<file path="src/rtl/adpll_pkg.sv">
// Shared ADPLL types and default sizing for the phase/frequency detector.
package adpll_pkg;

  localparam int DEF_CNT_W    = 8;
  localparam int DEF_LOCK_TH  = 2;
  localparam int DEF_LOCK_CNT = 16;

  typedef enum logic [1:0] {
    IDLE = 2'd0,
    LEAD = 2'd1,
    LAG  = 2'd2
  } pfd_state_t;

endpackage

</file>
<file path="src/rtl/edge_sync.sv">
// Two-flop synchronizer followed by a registered rising-edge detector.
// Pin edge to rise_o pulse takes three clk edges.
module edge_sync (
  input  logic clk,
  input  logic reset,
  input  logic d_i,
  output logic rise_o
);

  logic sync1_q, sync2_q, prev_q, rise_q;

  // NOTE: sequential state uses non-blocking assignments so every flop samples pre-edge values.
  always_ff @(posedge clk) begin
    if (reset) begin
      sync1_q <= 1'b0;
      sync2_q <= 1'b0;
      prev_q  <= 1'b0;
      rise_q  <= 1'b0;
    end else begin
      sync1_q <= d_i;
      sync2_q <= sync1_q;
      prev_q  <= sync2_q;
      rise_q  <= sync2_q & ~prev_q;
    end
  end

  assign rise_o = rise_q;

endmodule

</file>
<file path="src/rtl/digital_pfd.sv">
// Digital phase/frequency detector: measures ref-to-feedback edge spacing in clk cycles.
// Define PFD_LOCK_DET_EN to build the consecutive-in-lock detector; otherwise lock is 0.
module digital_pfd
  import adpll_pkg::*;
#(
  parameter int CNT_W    = DEF_CNT_W,
  parameter int LOCK_TH  = DEF_LOCK_TH,
  parameter int LOCK_CNT = DEF_LOCK_CNT
) (
  input  logic                    clk,
  input  logic                    reset,
  input  logic                    ref_in,
  input  logic                    fb_in,
  output logic                    UP,
  output logic                    DN,
  output logic signed [CNT_W-1:0] phase_err,
  output logic                    err_valid,
  output logic                    lock
);

  // Magnitude counter is one bit narrower so +/-cnt always fits the signed error.
  localparam logic [CNT_W-2:0] CNT_MAX = '1;
  localparam logic [CNT_W-2:0] CNT_ONE = (CNT_W-1)'(1);

  logic ref_rise, fb_rise;

  edge_sync u_ref_sync (
    .clk    (clk),
    .reset  (reset),
    .d_i    (ref_in),
    .rise_o (ref_rise)
  );

  edge_sync u_fb_sync (
    .clk    (clk),
    .reset  (reset),
    .d_i    (fb_in),
    .rise_o (fb_rise)
  );

  pfd_state_t              state_q, state_d;
  logic [CNT_W-2:0]        cnt_q, cnt_d;
  logic signed [CNT_W-1:0] phase_err_q, phase_err_d;
  logic                    err_valid_q, err_valid_d;
  logic                    up_q, dn_q;

  // NOTE: every always_comb output gets a default first so no path can infer a latch.
  always_comb begin
    state_d     = state_q;
    cnt_d       = cnt_q;
    phase_err_d = phase_err_q;
    err_valid_d = 1'b0;
    unique case (state_q)
      IDLE: begin
        if (ref_rise && fb_rise) begin
          phase_err_d = '0;
          err_valid_d = 1'b1;
        end else if (ref_rise) begin
          state_d = LEAD;
          cnt_d   = CNT_ONE;
        end else if (fb_rise) begin
          state_d = LAG;
          cnt_d   = CNT_ONE;
        end
      end
      LEAD: begin
        // Extra ref edges mean a frequency error: keep counting rather than restart.
        if (fb_rise) begin
          state_d     = IDLE;
          phase_err_d = $signed({1'b0, cnt_q});
          err_valid_d = 1'b1;
        end else if (cnt_q != CNT_MAX) begin
          cnt_d = cnt_q + CNT_ONE;
        end
      end
      LAG: begin
        if (ref_rise) begin
          state_d     = IDLE;
          phase_err_d = -$signed({1'b0, cnt_q});
          err_valid_d = 1'b1;
        end else if (cnt_q != CNT_MAX) begin
          cnt_d = cnt_q + CNT_ONE;
        end
      end
      default: state_d = IDLE;
    endcase
  end

  always_ff @(posedge clk) begin
    if (reset) begin
      state_q     <= IDLE;
      cnt_q       <= '0;
      phase_err_q <= '0;
      err_valid_q <= 1'b0;
      up_q        <= 1'b0;
      dn_q        <= 1'b0;
    end else begin
      state_q     <= state_d;
      cnt_q       <= cnt_d;
      phase_err_q <= phase_err_d;
      err_valid_q <= err_valid_d;
      up_q        <= (state_d == LEAD);
      dn_q        <= (state_d == LAG);
    end
  end

  assign UP        = up_q;
  assign DN        = dn_q;
  assign phase_err = phase_err_q;
  assign err_valid = err_valid_q;

`ifdef PFD_LOCK_DET_EN
  localparam int                      LW         = $clog2(LOCK_CNT + 1);
  localparam logic [LW-1:0]           LOCK_CNT_C = LW'(LOCK_CNT);
  localparam logic signed [CNT_W-1:0] LOCK_TH_C  = CNT_W'(LOCK_TH);

  logic [LW-1:0]           lock_cnt_q, lock_cnt_d;
  logic signed [CNT_W-1:0] err_abs;
  logic                    lock_q;

  // Work on the next-state error so lock moves in the same cycle as err_valid.
  assign err_abs = phase_err_d[CNT_W-1] ? -phase_err_d : phase_err_d;

  always_comb begin
    lock_cnt_d = lock_cnt_q;
    if (err_valid_d) begin
      if (err_abs > LOCK_TH_C) begin
        lock_cnt_d = '0;
      end else if (lock_cnt_q != LOCK_CNT_C) begin
        lock_cnt_d = lock_cnt_q + LW'(1);
      end
    end
  end

  always_ff @(posedge clk) begin
    if (reset) begin
      lock_cnt_q <= '0;
      lock_q     <= 1'b0;
    end else begin
      lock_cnt_q <= lock_cnt_d;
      lock_q     <= (lock_cnt_d == LOCK_CNT_C);
    end
  end

  assign lock = lock_q;
`else
  assign lock = 1'b0;
`endif

endmodule

</file>
<file path="config.mk">
export PLATFORM = sky130hd
export DESIGN_NAME = digital_pfd
export DESIGN_NICKNAME = d
export VERILOG_FILES = /design/src/rtl/adpll_pkg.sv /design/src/rtl/edge_sync.sv /design/src/rtl/digital_pfd.sv
export SDC_FILE = /design/constraint.sdc
export NUM_CORES = 1
export LEC_CHECK = 0
export CAP_MARGIN = 20
export CORE_ASPECT_RATIO = 0.75
export CORE_MARGIN = 3
export CORE_UTILIZATION = 38
export CTS_CLUSTER_SIZE = 12
export DETAILED_ROUTE_END_ITERATION = 12
export GPL_TIMING_DRIVEN = 0
export SLEW_MARGIN = 15
export SYNTH_ARGS = -nofsm -noshare
export SYNTH_HDL_FRONTEND = slang
export SYNTH_SLANG_ARGS = --single-unit
</file>
<file path="constraint.sdc">
create_clock -name clk -period 4.3 [get_ports clk]
set_clock_uncertainty 0.1 [all_clocks]
set_input_delay 0.86 -clock clk [delete_from_list [all_inputs] [get_ports clk]]
set_output_delay 0.86 -clock clk [all_outputs]
set_load 0.01 [all_outputs]
</file>
==> results.md <==
- Synth Cell Area: 1440 sq um
- Slew margin rel.: 61.5%
- Clock share of power: 38.4%
- Slew Limit Fails: 0
- Proportion of register bits with asynchronous set or reset after synthesis: 0%
- Pin count of the biggest net entering global routing: 17
- Global placement routability congestion: 0.870
- Met1 Wirelength: 1.52 mm
- Net load switching power: 121 uW
- Net Sw Frac: 22.4%
- Maximum VDD drop: 0.192 mV
- Post-CTS Hold Buffers: 0
- Clock tree from TritonCTS: done
- Drt first pass iters: 4
- Post-layout worst setup margin: 1960 ps
- Worst-case setup slack after placement: 1610 ps
- Critical path capture point type: flip-flop
- Worst-case clock buffer depth: 2
- Placeable core region: 3450 sq um
- Number of gates resized after cts: 0
- Final routed DRC violation total: 0
- I/O pins: 16
- Initial antenna violation count: 0
- Setup-violating endpoint count in the final report: 0
- Slew @ Worst Pin: 578 ps
- Clock network latency to the later pin of the worst-skew pair: 280 ps
- Clock transition at the register clock pins on the worst setup and hold paths after CTS: 100 ps
- Finished Layout Cells: 218
- Number of DRC markers in iteration 0: 139
- Global route total overflow: 0
- Width of the die: 77.0 um
- Share of total power in combinational logic: 12.0%
- Final antenna-violating net count: 0
- Yosys warning total: 0
- Number of endpoints with negative hold slack in the final report: 0
- Share of synthesized area occupied by flip-flops and latches: 39.1%
- Proportion of power drawn by flip-flops and latches: 49.7%
- Share of the cycle needed by the critical path after routing: 54.5%
- Top routing layer in use: met4
- Lkg Pwr: 0.571 nW
- Endpoint required time on the critical path: 4350 ps
- Crit start category: primary input
- P&R area growth vs syn: 19.1%
- Via density: 5.20
- Worst setup path category: in -> reg
- CP arrival: 2390 ps
- Count of input and output buffers: 14
- Leading register cell type out of synthesis: sky130_fd_sc_hd__dfxtp_1
- Combined global-route utilization of all metal layers: 13.8%
- Number of H-tree levels: 1
- Vias in the first global route: 1077
- Max-Cap Viols: 0
- Area of placed instances: 1640 sq um
- First-pass GRT wire length: 5.04 mm
- Met2 wire length: 1.23 mm
- Number of buffers inserted to repair setup after CTS: 0
- Vertical extent of the die: 59.2 um
- Via count: 1133
- Count of flip-flops with a built-in enable after synthesis: 0
- DIE AREA: 4560 sq um
- Layout net count: 179
- HPWL after detailed placement: 2.16 mm
- Min-delay worst type: reg -> reg
- Worst hold slack after final layout: 287 ps
- Internal Dissipation: 418 uW
- Cell count after synthesis: 150
- Synthesized area per cell: 9.57 sq um
- Clock tree root driver cell: sky130_fd_sc_hd__clkbuf_8
- CTS buffer count: 3
- Final TNS setup: 0 ps
- Cell count after placement: 214
- Clock period minus final worst setup slack: 2340 ps
- Area of all placed cells without fillers: 1710 sq um
- Result of the run: completed
- Fmax: 427 MHz
- Number of antenna cells inserted: 0
- Clk sink count: 28
- # rows: 18
- Total power divided by cell area: 315 nW/um^2
- Syn_nets: 160
- Flip-flop and latch count after synthesis: 28
- Wire length after detailed routing: 2.96 mm
- Peak fanout along the critical path: 10
- Starting density of the core: 41.6%
- Ratio of cells with drive above 1 in the final layout: 13.1%
- Routed wire length on met3: 162 um
- Setup repair after global routing missed its margin: no
- Routed length per placed instance: 13.6 um
- Count of distinct cell types in the synthesized netlist: 50
==> state kept, by name, indices dropped and copies added, names as in the netlist <==
register            cells
u_ref_sync.sync2_q      1
cnt_q                   7
u_fb_sync.rise_o        1
phase_err               8
UP                      1
u_fb_sync.prev_q        1
u_ref_sync.prev_q       1
u_fb_sync.sync2_q       1
u_ref_sync.sync1_q      1
u_ref_sync.rise_o       1
u_fb_sync.sync1_q       1
state_q                 2
DN                      1
err_valid               1
==> layout make-up <==
| class | count | area (sq um) |
|---|---|---|
| buffer | 12 | 80.1 |
| clock buffer | 3 | 41.3 |
| clock inverter | 1 | 30.0 |
| fill | 324 | 1740 |
| inverter | 9 | 33.8 |
| multi-input combinational | 101 | 761 |
| sequential | 28 | 561 |
| tap | 50 | 62.6 |
| timing repair buffer | 14 | 140 |
==> worst max-delay path, stage by stage <==
cell and delay, ps:
sky130_fd_sc_hd__clkdlybuf4s50_1 530, sky130_fd_sc_hd__clkbuf_1 380, sky130_fd_sc_hd__clkbuf_1 510, sky130_fd_sc_hd__nor3_1 120
==> placed cells by master (no fill, tap or decap), drive strengths merged, types with 2 or more instances in the layout <==
master | netlist | layout
xnor2 | 2 | 2
a21oi | 10 | 10
a31oi | 2 | 2
ha | 6 | 6
a22oi | 3 | 3
nor3 | 6 | 6
a41oi | 2 | 2
nor2b | 10 | 10
o2bb2ai | 6 | 6
o31ai | 2 | 2
clkbuf | 6 | 9
nand3 | 4 | 4
nor4b | 2 | 2
nand2 | 6 | 6
nand3b | 2 | 2
a31o | 2 | 2
o21ai | 3 | 3
dfxtp | 28 | 28
nor2 | 2 | 2
clkdlybuf4s50 | 0 | 14
buf | 6 | 6
a21boi | 3 | 3
and2 | 2 | 2
nand2b | 5 | 5
maj3 | 2 | 2
a211oi | 4 | 4
inv | 9 | 9
==> kinds of logic (layout without fill, tap and decap cells) <==
logic type                 Yosys count  in the layout  synth area share, %
buffers and inverters               21             39                 7.93
DFF                                 28             28                 39.1
muxes                                1              1                0.697
and+or+nand+nor                     44             44                 18.5
xor gates and xnor gates             2              2                 1.22
other                                1              1                0.261
adders and majority gates            8              8                 6.63
AOI/OAI and AO/OA                   45             45                 25.7
==> layer usage <==
metal | vias to the layer above | global-route usage (%)
met2 | 36 | 21.1
met4 | 0 | 4.65
met5 | - | 0
met1 | 513 | 19.1
met3 | 7 | 3.65
li1 | 577 | -
==> power by group through the flow <==
stage | Combinational, mW | Clock, mW | Sequential (mW)
6_report | 0.0645 | 0.207 | 0.268
2_1_floorplan | 0.0493 | 0 | 0.273
4_1_cts | 0.0646 | 0.213 | 0.268
3_5_place_dp | 0.0642 | 0 | 0.274
5_1_grt | 0.0719 | 0.226 | 0.269
3_3_place_gp | 0.0628 | 0 | 0.274
==> path summary, 6_finish.rpt <==
check	cells after the start	from	slack (ps)	end
max	4	reset	1960	state_q[0]$_SDFF_PP0_
min	1	u_ref_sync.prev_q$_SDFF_PP0_	290	u_ref_sync.rise_o$_SDFF_PP0_
max reg2reg	8	state_q[0]$_SDFF_PP0_	2180	cnt_q[6]$_SDFFE_PP0P_
min reg2reg	1	u_ref_sync.prev_q$_SDFF_PP0_	290	u_ref_sync.rise_o$_SDFF_PP0_
==> cells in the mapped netlist, drive strengths merged, types with 4 or more instances <==
cell type | n | area, sq um
nand2b | 5 | 31.3
clkbuf | 6 | 22.5
a211oi | 4 | 45.1
dfxtp | 28 | 561
nand2 | 6 | 22.5
o2bb2ai | 6 | 52.6
a21oi | 10 | 53.8
nor2b | 10 | 62.6
nand3 | 4 | 20.0
buf | 6 | 57.6
inv | 9 | 33.8
nor3 | 6 | 30.0
ha | 6 | 75.1
==> metrics by stage <==
stage | total power, mW | util (%)
2_1_floorplan | 0.323 | -
3_3_place_gp | 0.336 | 47.5
3_5_place_dp | 0.338 | 47.5
4_1_cts | 0.545 | 49.6
5_1_grt | 0.566 | 49.6
6_report | 0.539 | 49.6
(Power assumes the default switching activity.)
